--- config.mk ---
export PLATFORM = sky130hd
export DESIGN_NAME = matvec_sched_flat
export DESIGN_NICKNAME = d
export VERILOG_FILES = /design/src/rtl/matvec_pkg.sv /design/src/rtl/matvec_sched_if.sv /design/src/rtl/lat_pipe.sv /design/src/rtl/matvec_sched.sv /design/src/flat_wrapper.sv
export SDC_FILE = /design/constraint.sdc
export NUM_CORES = 1
export LEC_CHECK = 0
export ABC_AREA = 1
export CAP_MARGIN = 15
export CORE_AREA = 8 8 96 89
export CTS_CLUSTER_SIZE = 14
export DETAILED_ROUTE_END_ITERATION = 7
export DIE_AREA = 0 0 104 97
export GPL_TIMING_DRIVEN = 0
export PLACE_DENSITY = 0.77
export SLEW_MARGIN = 20
export SYNTH_ARGS = -nofsm -noshare
export SYNTH_HDL_FRONTEND = slang
export SYNTH_HIERARCHICAL = 1
export SYNTH_SLANG_ARGS = --single-unit
--- constraint.sdc ---
create_clock -name i_clk -period 3.5 [get_ports i_clk]
set_input_delay 0.7 -clock i_clk [delete_from_list [all_inputs] [get_ports i_clk]]
set_output_delay 0.7 -clock i_clk [all_outputs]
set_load 0.05 [all_outputs]
--- src/rtl/matvec_pkg.sv ---
// Shared types and defaults for the matrix-vector product sequencer.
package matvec_pkg;

  localparam int N_DEF  = 32;
  localparam int DW_DEF = 32;
  localparam int FRAC   = 21;

  // Q11.21 signed fixed point: bit 10 is the sign, bit -21 the LSB.
  typedef logic signed [10:-21] q11_21_t;

  typedef enum logic [2:0] {
    ST_IDLE  = 3'd0,
    ST_RUN   = 3'd1,
    ST_DRAIN = 3'd2,
    ST_OUT   = 3'd3,
    ST_DONE  = 3'd4
  } state_e;

endpackage

--- src/rtl/matvec_sched_if.sv ---
// Operand-memory, accumulator and result handshake bundle of the sequencer.
interface matvec_sched_if import matvec_pkg::*; #(
  parameter int AW = 5,
  parameter int DW = DW_DEF
);

  logic            rd_en;
  logic [2*AW-1:0] mat_addr;
  logic [AW-1:0]   vec_addr;
  logic            acc_ena;
  logic            acc_clr;
  logic [DW-1:0]   acc_in;
  logic            res_valid;
  logic            res_ready;
  logic [DW-1:0]   res_data;
  logic [AW-1:0]   res_row;

  modport master (
    output rd_en, mat_addr, vec_addr, acc_ena, acc_clr,
    output res_valid, res_data, res_row,
    input  acc_in, res_ready
  );

  modport slave (
    input  rd_en, mat_addr, vec_addr, acc_ena, acc_clr,
    input  res_valid, res_data, res_row,
    output acc_in, res_ready
  );

endinterface

--- src/rtl/lat_pipe.sv ---
// LAT-deep single-bit delay line with a synchronous flush of every stage.
module lat_pipe #(
  parameter int LAT = 1
) (
  input  logic i_clk,
  input  logic i_rst,
  input  logic i_flush,
  input  logic i_d,
  output logic o_q
);

  logic [LAT-1:0] r_sh;

  // shift the strobe toward the output; flush empties the whole line at once
  always_ff @(posedge i_clk) begin
    if (i_rst || i_flush) r_sh <= '0;
    else                  r_sh <= (r_sh << 1) | LAT'(i_d);
  end

  assign o_q = r_sh[LAT-1];

endmodule

--- src/rtl/matvec_sched.sv ---
// Row sequencer for the NxN matrix-vector product: reads, accumulate control,
// drain of the read/accumulate latency and valid/ready result hand-off.
//
// state | meaning
// IDLE  | waiting for start
// RUN   | one read per cycle, col 0..N-1 of the current row
// DRAIN | LAT+1 cycles for the last product to land in acc_in
// OUT   | result presented, waiting for res_ready
// DONE  | one-cycle done pulse after the last row
module matvec_sched import matvec_pkg::*; #(
  parameter int N   = N_DEF,
  parameter int AW  = $clog2(N),
  parameter int DW  = DW_DEF,
  parameter int LAT = 1
) (
  input  logic           i_clk,
  input  logic           i_rst,
  input  logic           i_start,
  input  logic           i_abort,
  output logic           o_busy,
  output logic           o_done,
  matvec_sched_if.master bus
);

  localparam logic [2:0] S_IDLE  = ST_IDLE;
  localparam logic [2:0] S_RUN   = ST_RUN;
  localparam logic [2:0] S_DRAIN = ST_DRAIN;
  localparam logic [2:0] S_OUT   = ST_OUT;
  localparam logic [2:0] S_DONE  = ST_DONE;
  localparam logic [2:0] LAT_CNT = 3'(LAT);

  logic [2:0]    r_state;
  logic [AW-1:0] r_row;
  logic [AW-1:0] r_col;
  logic [2:0]    r_drain;
  logic [DW-1:0] r_res_data;
  logic [AW-1:0] r_res_row;

  logic [2:0] w_next;
  logic       w_idle;
  logic       w_go;
  logic       w_abort;
  logic       w_hs;
  logic       w_last_col;
  logic       w_last_row;
  logic       w_drain_tc;
  logic       w_rd_en;

  assign w_idle     = (r_state == S_IDLE);
  assign w_go       = w_idle && i_start;
  // abort is meaningless in IDLE, so start always wins there
  assign w_abort    = i_abort && !w_idle;
  assign w_hs       = (r_state == S_OUT) && bus.res_ready;
  assign w_last_col = (r_col == AW'(N-1));
  assign w_last_row = (r_row == AW'(N-1));
  assign w_drain_tc = (r_drain == 3'd0);
  assign w_rd_en    = (r_state == S_RUN);

  // next-state decode; abort overrides every transition
  always_comb begin
    w_next = r_state;
    case (r_state)
      S_IDLE:  if (i_start)    w_next = S_RUN;
      S_RUN:   if (w_last_col) w_next = S_DRAIN;
      S_DRAIN: if (w_drain_tc) w_next = S_OUT;
      S_OUT:   if (w_hs)       w_next = w_last_row ? S_DONE : S_RUN;
      S_DONE:                  w_next = S_IDLE;
      default:                 w_next = S_IDLE;
    endcase
    if (w_abort) w_next = S_IDLE;
  end

  // state, row/col indices, drain down-counter and result capture
  always_ff @(posedge i_clk) begin
    if (i_rst) begin
      r_state    <= S_IDLE;
      r_row      <= '0;
      r_col      <= '0;
      r_drain    <= '0;
      r_res_data <= '0;
      r_res_row  <= '0;
    end else begin
      r_state <= w_next;
      if (w_abort || w_go || r_state == S_DONE) begin
        r_row   <= '0;
        r_col   <= '0;
        r_drain <= '0;
      end else begin
        if (r_state == S_RUN) begin
          r_col <= w_last_col ? '0 : r_col + 1'b1;
          if (w_last_col) r_drain <= LAT_CNT;
        end
        if (r_state == S_DRAIN) begin
          if (w_drain_tc) begin
            r_res_data <= bus.acc_in;
            r_res_row  <= r_row;
          end else begin
            r_drain <= r_drain - 1'b1;
          end
        end
        if (w_hs && !w_last_row) r_row <= r_row + 1'b1;
      end
    end
  end

  lat_pipe #(.LAT(LAT)) u_ena_pipe (
    .i_clk   (i_clk),
    .i_rst   (i_rst),
    .i_flush (w_abort),
    .i_d     (w_rd_en),
    .o_q     (bus.acc_ena)
  );

  assign o_busy        = !w_idle;
  assign o_done        = (r_state == S_DONE);
  assign bus.rd_en     = w_rd_en;
  assign bus.mat_addr  = {r_row, r_col};
  assign bus.vec_addr  = r_col;
  // clear on entry, on every hand-off and on abort so no partial sum survives
  assign bus.acc_clr   = !i_rst && (w_go || w_hs || w_abort);
  assign bus.res_valid = (r_state == S_OUT);
  assign bus.res_data  = r_res_data;
  assign bus.res_row   = r_res_row;

endmodule

--- src/flat_wrapper.sv ---
// flat-port wrapper written by rule: the top's interface ports become plain ports
module matvec_sched_flat import matvec_pkg::*;
#(
  parameter int N   = N_DEF,
  parameter int AW  = $clog2(N),
  parameter int DW  = DW_DEF,
  parameter int LAT = 1
)
  (i_clk, i_rst, i_start, i_abort, o_busy, o_done, bus_rd_en, bus_mat_addr, bus_vec_addr, bus_acc_ena, bus_acc_clr, bus_res_valid, bus_res_data, bus_res_row, bus_acc_in, bus_res_ready);
  matvec_sched_if #(.AW(AW), .DW(DW)) bus_i ();
  input  logic i_clk;
  input  logic i_rst;
  input  logic i_start;
  input  logic i_abort;
  output logic o_busy;
  output logic o_done;
  output wire logic [$bits(bus_i.rd_en)-1:0] bus_rd_en;
  output wire logic [$bits(bus_i.mat_addr)-1:0] bus_mat_addr;
  output wire logic [$bits(bus_i.vec_addr)-1:0] bus_vec_addr;
  output wire logic [$bits(bus_i.acc_ena)-1:0] bus_acc_ena;
  output wire logic [$bits(bus_i.acc_clr)-1:0] bus_acc_clr;
  output wire logic [$bits(bus_i.res_valid)-1:0] bus_res_valid;
  output wire logic [$bits(bus_i.res_data)-1:0] bus_res_data;
  output wire logic [$bits(bus_i.res_row)-1:0] bus_res_row;
  input wire logic [$bits(bus_i.acc_in)-1:0] bus_acc_in;
  input wire logic [$bits(bus_i.res_ready)-1:0] bus_res_ready;
  assign bus_rd_en = bus_i.rd_en;
  assign bus_mat_addr = bus_i.mat_addr;
  assign bus_vec_addr = bus_i.vec_addr;
  assign bus_acc_ena = bus_i.acc_ena;
  assign bus_acc_clr = bus_i.acc_clr;
  assign bus_res_valid = bus_i.res_valid;
  assign bus_res_data = bus_i.res_data;
  assign bus_res_row = bus_i.res_row;
  assign bus_i.acc_in = bus_acc_in;
  assign bus_i.res_ready = bus_res_ready;
  matvec_sched #(.N(N), .AW(AW), .DW(DW), .LAT(LAT)) u_core (.i_clk(i_clk), .i_rst(i_rst), .i_start(i_start), .i_abort(i_abort), .o_busy(o_busy), .o_done(o_done), .bus(bus_i));
endmodule
# After elaboration in Yosys (flattened, before gate mapping)

Cells that the tools add are included.

Add/subtract/negate cells: 3
Reduce and logical (&&, ||, !) cells: 19
Shift-type cells: 0
Multipliers: 0
Div/mod/pow operators: 0
Eq/ne operators: 10
Muxes and demuxes: 11
Order comparisons: 0
Bitwise logic cells: 1

Operators by type and width:

| operator                                         | count |
|---|---|
| 2-to-1 mux 3 bit                                 | 9 |
| case mux 3 bit (4 select lines)                  | 1 |
| adder 5 x 1 -> 5 bit, second input constant      | 2 |
| == test 5 bit, second input constant             | 2 |
| == test 3 x 2 -> 1 bit, second input constant    | 2 |
| zero test 3 bit                                  | 2 |
| != test 2 x 1 -> 1 bit, second input constant    | 3 |
| logical AND 1 bit                                | 5 |
| logical OR 1 bit                                 | 5 |
| 2-to-1 mux 5 bit                                 | 1 |
| AND reduction 4 bit                              | 1 |
| OR reduction 2 bit                               | 2 |
| == test 3 x 1 -> 1 bit, second input constant    | 1 |
| == test 3 bit, second input constant             | 1 |
| zero test 1 bit                                  | 3 |
| AND reduction 3 bit                              | 1 |
| subtractor 3 x 1 -> 3 bit, second input constant | 1 |
| != test 2 bit, second input constant             | 1 |
| inverter 1 bit                                   | 1 |

Memory bits (read-only): 0
Memory bits (writable): 0
Logic and storage cells: 51
Flip-flop bits (word level): 54
Memories kept: 0
Output and inout bits: 58
Bits in latches: 0
Input port bits: 37

# Longest topological paths before layout

Gate-level depths: netlist of run 1.

Depth after elaboration: 7
Gate-level depth with buffers: 11
Mapped depth without buffers: 11

# Cells and area by module

Netlist of run 1, hierarchy kept.

By module, submodules not included:

| module       | area an instance (sq um) | seq. area each (sq um) | cells an instance | times used |
|---|---|---|---|---|
| matvec_sched | 2,645.0                  | 1,061.0                | 384               | 1 |
| lat_pipe     | 33.8                     | 20.0                   | 4                 | 1 |

# Least setup slack after synthesis of run 1

Ideal clock, no wire load.

Kind: input to output
From: input port i_start
To: output port bus_acc_clr
Slack: 1.304 ns
Cell stages on the path: 7
Arrival time: 1.496 ns
Path buffers: 1
Required time: 2.800 ns
Path through: inv_1 -> nand3_1 -> nand2_1 -> buf_2 -> nand2_1 -> nand2_1 -> inv_1

Cells in the longest elaborated chain, start to end: 4

RTL lines:

| element                       | RTL line            | source |
|---|---|---|
| start, declared               | flat_wrapper.sv:13  | `input logic i_start;` |
| logical AND 1 bit             | matvec_sched.sv:50  | `assign w_go = w_idle && i_start;` |
| logical OR 1 bit (2 in a row) | matvec_sched.sv:120 | `assign bus.acc_clr = !i_rst && (w_go \|\| w_hs \|\| w_abort);` |
| logical AND 1 bit             | matvec_sched.sv:120 |  |
| end, declared                 | flat_wrapper.sv:21  | `output wire logic [$bits(bus_i.acc_clr)-1:0] bus_acc_clr;` |

No other way between the ends.

# Worst setup path after layout of run 1

Same ends and word-level chain as after synthesis.

==> impl_metrics.yaml, run 1 <==
clock_network:
  root_buffer: "clkbuf_8"
  htreeDepth: 2
  clock_sinks: 54
  path_clk_slew_ns: 0.09
  cts_resized: 0
  numCtsBuffers: 5
  post-cts-setup-buffers: 0
  cts_max_path_buffers: 2
  cts_tree: "done"
  clock_latency_ns: 0.31
  cts_hold_buf: 0
critical_path:
  r2r-start: "u_core/r_row[0]$_SDFFE_PP0P_"
  end_kind: "primary output"
  start_kind: "input pin"
  r2r_cells: 11
  critPathArrivalTime_ns: 2.67
  reg2reg_slack_ns: 1.82
  cp-startpoint: "i_start"
  path_max_fanout: 10
  cp.required_ns: 2.80
  path_class: "in -> out"
  timing.rr.end: "u_core/r_row[3]$_SDFFE_PP0P_"
die:
  die_h_um: 97
  core_area_um2: 6894
  row_count: 29
  initial_core_util: 0.3886
  ios: 95
  dieArea_um2: 10090
  fp.dieW_um: 104
routing:
  viasPerCell: 4.568
  drcViolationCount: 0
  final_antenna_net_count: 0
  drt_iter0_drc: 130
  routedWlPerCell_um: 12.54
  num_vias: 2663
  drt-total-wl_mm: 7.309
  drtPass1Iterations: 4
final_layout:
  nets: 532
  drive_gt1_frac: 0.08163
  syn_to_final_growth_pct: 42.83
  final_core_util: 0.5550
  antennaDiodeCount: 0
timing:
  fin_crit_sh: 0.9622
  tns_ns: 0
  max-slew-margin-rel: 0.6304
  grt_setup_unrepaired: "false"
  setup_viol: 0
  fin_skew_ns: 0.01532
  tightest_slew_ns: 0.5526
  hold_viol: 0
  maxSlewViolCount: 0
  max_clock_freq_mhz: 297.0
  post-route-min-period_ns: 3.368
pwr:
  ir_worst_vdd_mv: 0.1833
  powerDensity_nw_per_um2: 365.1
  p_leak_nw: 1.705
synth:
  synth_nets: 431
  ys_seq_elements: 54
  ys_seq_area_frac: 0.4035
  yosys_warnings: 6
  postSynthCellCount: 388
  avgSynthCellArea_um2: 6.904
  synth_cell_types: 27
  synth_area_um2: 2679
global_route:
  grt_pass1_wl_mm: 12.44
  antenna_found_initial: 0
  grt_pass1_vias: 2613
  grt_max_degree: 18
  grt_overflow: 0
  grt_use_total: 0.1451
placed_design:
  port_buffers: 94
  gp_congestion: 0.7649
  dp_hpwl_mm: 5.576
run:
  cap_violations: 0
run_status:
  status: "completed"
worst_hold_path:
  min_from: "u_core/r_drain[0]$_SDFF_PP0_"
  holdPathStages: 2
  hold_path_end: "u_core/r_drain[0]$_SDFF_PP0_"
  hold_class: "reg -> reg"
==> report_power, final <==
part           total, mW  switching (mW)  leakage, nW  internal, mW
sequential         0.656          0.0170        0.436         0.639
combinational      0.391           0.242         1.22         0.149
clock              0.349           0.208       0.0441         0.141
==> worst max-delay path by stage <==
| stage | end | slack, ns |
|---|---|---|
| floorplan | bus_acc_clr | 1.30 |
| global placement | bus_acc_clr | 0.16 |
| detailed placement | bus_acc_clr | 0.15 |
| CTS | bus_acc_clr | 0.14 |
| global route | bus_acc_clr | 0.06 |
| finish | bus_acc_clr | 0.13 |
==> placed cells by master (no fill, tap or decap), types with 5 or more instances in the layout <==
cell type | Yosys | final
buf_6 | 6 | 6
buf_4 | 9 | 9
nor2_1 | 82 | 82
clkbuf_8 | 0 | 5
nand3_1 | 10 | 10
a21oi_1 | 12 | 12
ha_1 | 6 | 6
clkdlybuf4s50_1 | 0 | 94
inv_1 | 60 | 60
dfxtp_1 | 54 | 54
nand4_1 | 38 | 38
nand2_1 | 80 | 80
==> synth_stat cells (all sizes together) <==
cell type | count | area share
buf | 23 | 0.064
nand2 | 83 | 0.12
o21ai | 1 | 0.0019
nor2 | 86 | 0.13
or2 | 2 | 0.0047
nand4 | 38 | 0.089
a21oi | 12 | 0.022
clkbuf | 2 | 0.0028
nand3 | 12 | 0.026
o21bai | 1 | 0.0028
nor3 | 1 | 0.0019
xnor2 | 1 | 0.0033
dfxtp | 54 | 0.40
ha | 6 | 0.028
xor2 | 3 | 0.0098
inv | 63 | 0.088
==> layout make-up <==
cell class | instances | area [µm²]
Multi-Input combinational cell | 246 | 1184
Buffer | 25 | 177.7
Clock buffer | 5 | 68.82
Fill cell | 659 | 3068
Inverter | 63 | 236.5
Clock inverter | 3 | 21.27
Tap cell | 93 | 116.4
Timing Repair Buffer | 94 | 940.9
Sequential cell | 54 | 1081
==> routing by layer <==
layer	GRT usage	up-vias	wire [µm]
met1	0.1639	1199	3179
met2	0.2579	67	3651
li1	-	1391	-
met5	0	-	0
met3	0.03382	6	389
met4	0.05562	0	87
==> state kept, by name (all words and copies together), names as in the netlist <==
signal,cells
u_core/r_row,5
u_core/r_drain,3
u_core/r_state,3
u_core/u_ena_pipe/o_q,1
u_core/bus.res_row,5
u_core/bus.vec_addr,5
u_core/bus.res_data,32
==> worst max-delay path, cell delays in order <==
cell and delay, ns:
clkdlybuf4s50_1 0.48, inv_1 0.05, nand3_1 0.13, nand2_1 0.13, buf_2 0.21, nand2_1 0.07, nand2_1 0.04, inv_1 0.06
clkdlybuf4s50_1 0.79
==> logic make-up (layout without fill, tap and decap cells) <==
family,after synthesis,in the layout,share of synthesized area
buffers and inverters,88,190,0.1546
and+or+nand+nor,222,222,0.3737
xor gates and xnor gates,4,4,0.01308
DFF,54,54,0.4036
AOI/OAI and AO/OA,14,14,0.02709
adders and majority gates,6,6,0.02802
==> through the flow <==
step	hold slack (ns)	instance area, µm²	std cells	power [mW]	worst slack, ns
after floorplan	0.4453	2679	388	0.9253	1.304
after global placement	0.4526	3736	575	1.057	0.1590
after detailed placement	0.4645	3736	575	1.064	0.1455
after CTS	0.4787	3826	583	1.419	0.1380
after global routing	0.4860	3826	583	1.465	0.05712
final	0.4690	3826	583	1.397	0.1324
Power figures use the tool's default switching activity.
==> inputs of run 2 (changes only) <==
--- a/config.mk
+++ b/config.mk
@@ -7,12 +7,13 @@
 export LEC_CHECK = 0
 export ABC_AREA = 1
 export CAP_MARGIN = 15
-export CORE_AREA = 8 8 96 89
+export CORE_AREA = 8 8 71 120
 export CTS_CLUSTER_SIZE = 14
 export DETAILED_ROUTE_END_ITERATION = 7
-export DIE_AREA = 0 0 104 97
+export DIE_AREA = 0 0 79 128
+export DONT_BUFFER_PORTS = 1
 export GPL_TIMING_DRIVEN = 0
-export PLACE_DENSITY = 0.77
+export PLACE_DENSITY = 0.59
 export SLEW_MARGIN = 20
 export SYNTH_ARGS = -nofsm -noshare
 export SYNTH_HDL_FRONTEND = slang
==> impl_metrics.yaml, run 2 (synthesis gave the netlist of run 1 again) <==
clock_network:
  path_clk_slew_ns: 0.07
  post-cts-setup-buffers: 0
  htreeDepth: 2
  clock_sinks: 54
  numCtsBuffers: 5
  cts_max_path_buffers: 2
  cts_resized: 0
  cts_hold_buf: 0
  root_buffer: "clkbuf_16"
  clock_latency_ns: 0.29
  cts_tree: "done"
global_route:
  grt_use_total: 0.1352
  grt_use_met1: 0.1386
  met2_usage: 0.2397
  grt-busiest-layer: "met2"
  grt_pass1_vias: 2190
  grt_overflow: 0
  use_met3: 0.04775
  antenna_found_initial: 0
  grt_pass1_wl_mm: 10.96
  grt_max_degree: 17
placed_design:
  dp_hpwl_mm: 5.305
  gp_congestion: 0.8366
  preCtsSetupSlack_ns: 1.116
  dp.cells: 474
  port_buffers: 0
timing:
  maxSlewViolCount: 0
  setup_viol: 0
  fin_crit_sh: 0.7642
  post-route-min-period_ns: 2.675
  tightest_slew_ns: 0.6783
  max-slew-margin-rel: 0.5472
  postLayoutSetupSlackWorst_ns: 0.8252
  hold_ws_ns: 0.4790
  grt_setup_unrepaired: "false"
  tns_ns: 0
  fin_skew_ns: 0.007781
  max_clock_freq_mhz: 373.9
  hold_viol: 0
final_layout:
  layout_common_cells: "82 x nor2_1, 80 x nand2_1, 60 x inv_1, 54 x dfxtp_1, 38 x nand4_1"
  final_common_cell: "nor2_1"
  drive_gt1_frac: 0.1010
  antennaDiodeCount: 0
  final_core_util: 0.4231
  syn_to_final_growth_pct: 10.18
  nets: 438
  largest_register_ffs: 32
  final_cells: 482
die:
  initial_core_util: 0.3840
  core_area_um2: 6977
  row_count: 41
  ios: 95
  dieArea_um2: 10110
  die_h_um: 128
  fp.dieW_um: 79
routing:
  drcViolationCount: 0
  viasPerCell: 4.774
  drt_iter0_drc: 80
  drt-total-wl_mm: 6.845
  drtPass1Iterations: 4
  num_vias: 2301
  final_antenna_net_count: 0
  routedWlPerCell_um: 14.20
pwr:
  ir_worst_vdd_mv: 0.2286
  powerDensity_nw_per_um2: 512.7
  p_leak_nw: 1.405
critical_path:
  end_kind: "primary output"
  critical_path_buf_inv_count: 2
  cp.required_ns: 2.80
  path_class: "reg -> out"
  start_kind: "flop"
  crit_path_top_delay_cell: "dfxtp_1"
  cp_cell_sequence: "nor2_4 -> nand2_2 -> nand2_1 -> nand2_1 -> buf_2 -> nand2_1 -> nand2_1 -> inv_1"
  reg2reg_slack_ns: 1.38
  path_max_fanout: 10
  cp_common_cell: "nand2_1"
  path_delay_family: "simple AND/OR/NAND/NOR gates"
  critPathMaxStageDelay_ns: 0.36
  critPathArrivalTime_ns: 1.97
run_status:
  status: "completed"
worst_hold_path:
  hold_class: "reg -> reg"
run:
  cap_violations: 0
[run 2: changes by cell type in the layout (fill, tap and decap cells not counted), sizes merged]
cell / previous run / this run
clkinvlp: 1 / 0
bufinv: 0 / 1
clkdlybuf4s50: 94 / 0
[run 2: tightest hold or removal path, cell delays in order (launching register included)]
cell and delay (ns):
dfxtp_1 0.32, nand2_1 0.06, a21oi_1 0.06
[run 2: layout make-up]
| class | count | area, µm² |
|---|---|---|
| buffer | 25 | 177.7 |
| clock inverter | 3 | 40.04 |
| inverter | 63 | 236.5 |
| sequential | 54 | 1081 |
| tap | 86 | 107.6 |
| multi-input combinational | 246 | 1184 |
| clock buffer | 5 | 125.1 |
| fill | 772 | 4025 |
[run 2: path summary, 6_finish.rpt]
kind / from / end / cells after the start
setup / recovery: u_core/r_state[0]$_SDFFE_PP0P_ / bus_acc_clr / 8
hold reg to reg: u_core/r_drain[0]$_SDFF_PP0_ / u_core/r_drain[0]$_SDFF_PP0_ / 2
hold / removal: u_core/r_drain[0]$_SDFF_PP0_ / u_core/r_drain[0]$_SDFF_PP0_ / 2
setup reg to reg: u_core/r_row[1]$_SDFFE_PP0P_ / u_core/r_row[3]$_SDFFE_PP0P_ / 11
[run 2: per-stage QoR]
step	area, µm²	power [mW]
4_1_cts	2952	1.533
2_1_floorplan	2679	0.9253
3_3_place_gp	2786	0.9677
5_1_grt	2952	1.580
6_report	2952	1.513
3_5_place_dp	2786	0.9707
[run 2: per-layer routing]
layer / part of all wire / vias to the layer above
met5: 0 / -
met4: 0.018 / 0
met3: 0.075 / 9
li1: - / 1204
met1: 0.38 / 1027
met2: 0.53 / 61
[run 2: power by group]
part / total, mW / internal, mW / switching (mW)
sequential: 0.739 / 0.639 / 0.0995
clock: 0.561 / 0.335 / 0.226
combinational: 0.213 / 0.0691 / 0.144
==> inputs of run 3 (changes only) <==
==> constraint.sdc (replaced) <==
create_clock -name i_clk -period 2.7 [get_ports i_clk]
set_input_delay 0.54 -clock i_clk [delete_from_list [all_inputs] [get_ports i_clk]]
set_output_delay 0.54 -clock i_clk [all_outputs]
set_load 0.05 [all_outputs]
==> results of run 3 <==
The final DEF is identical to that of run 2. Status: completed.
Among the figures that moved: setup slack after placement 1.116 ns -> 0.5042 ns; setup slack after layout 0.8252 ns -> 0.1852 ns; hold slack 0.4790 ns -> 0.4004 ns; register-to-register setup slack 1.38 ns -> 0.58 ns; end point of the worst hold path u_core/r_drain[0]$_SDFF_PP0_ -> u_core/u_ena_pipe/o_q$_SDFF_PP0_; total power 1.513 mW -> 1.962 mW; worst IR drop on VDD 0.2286 mV -> 0.2963 mV
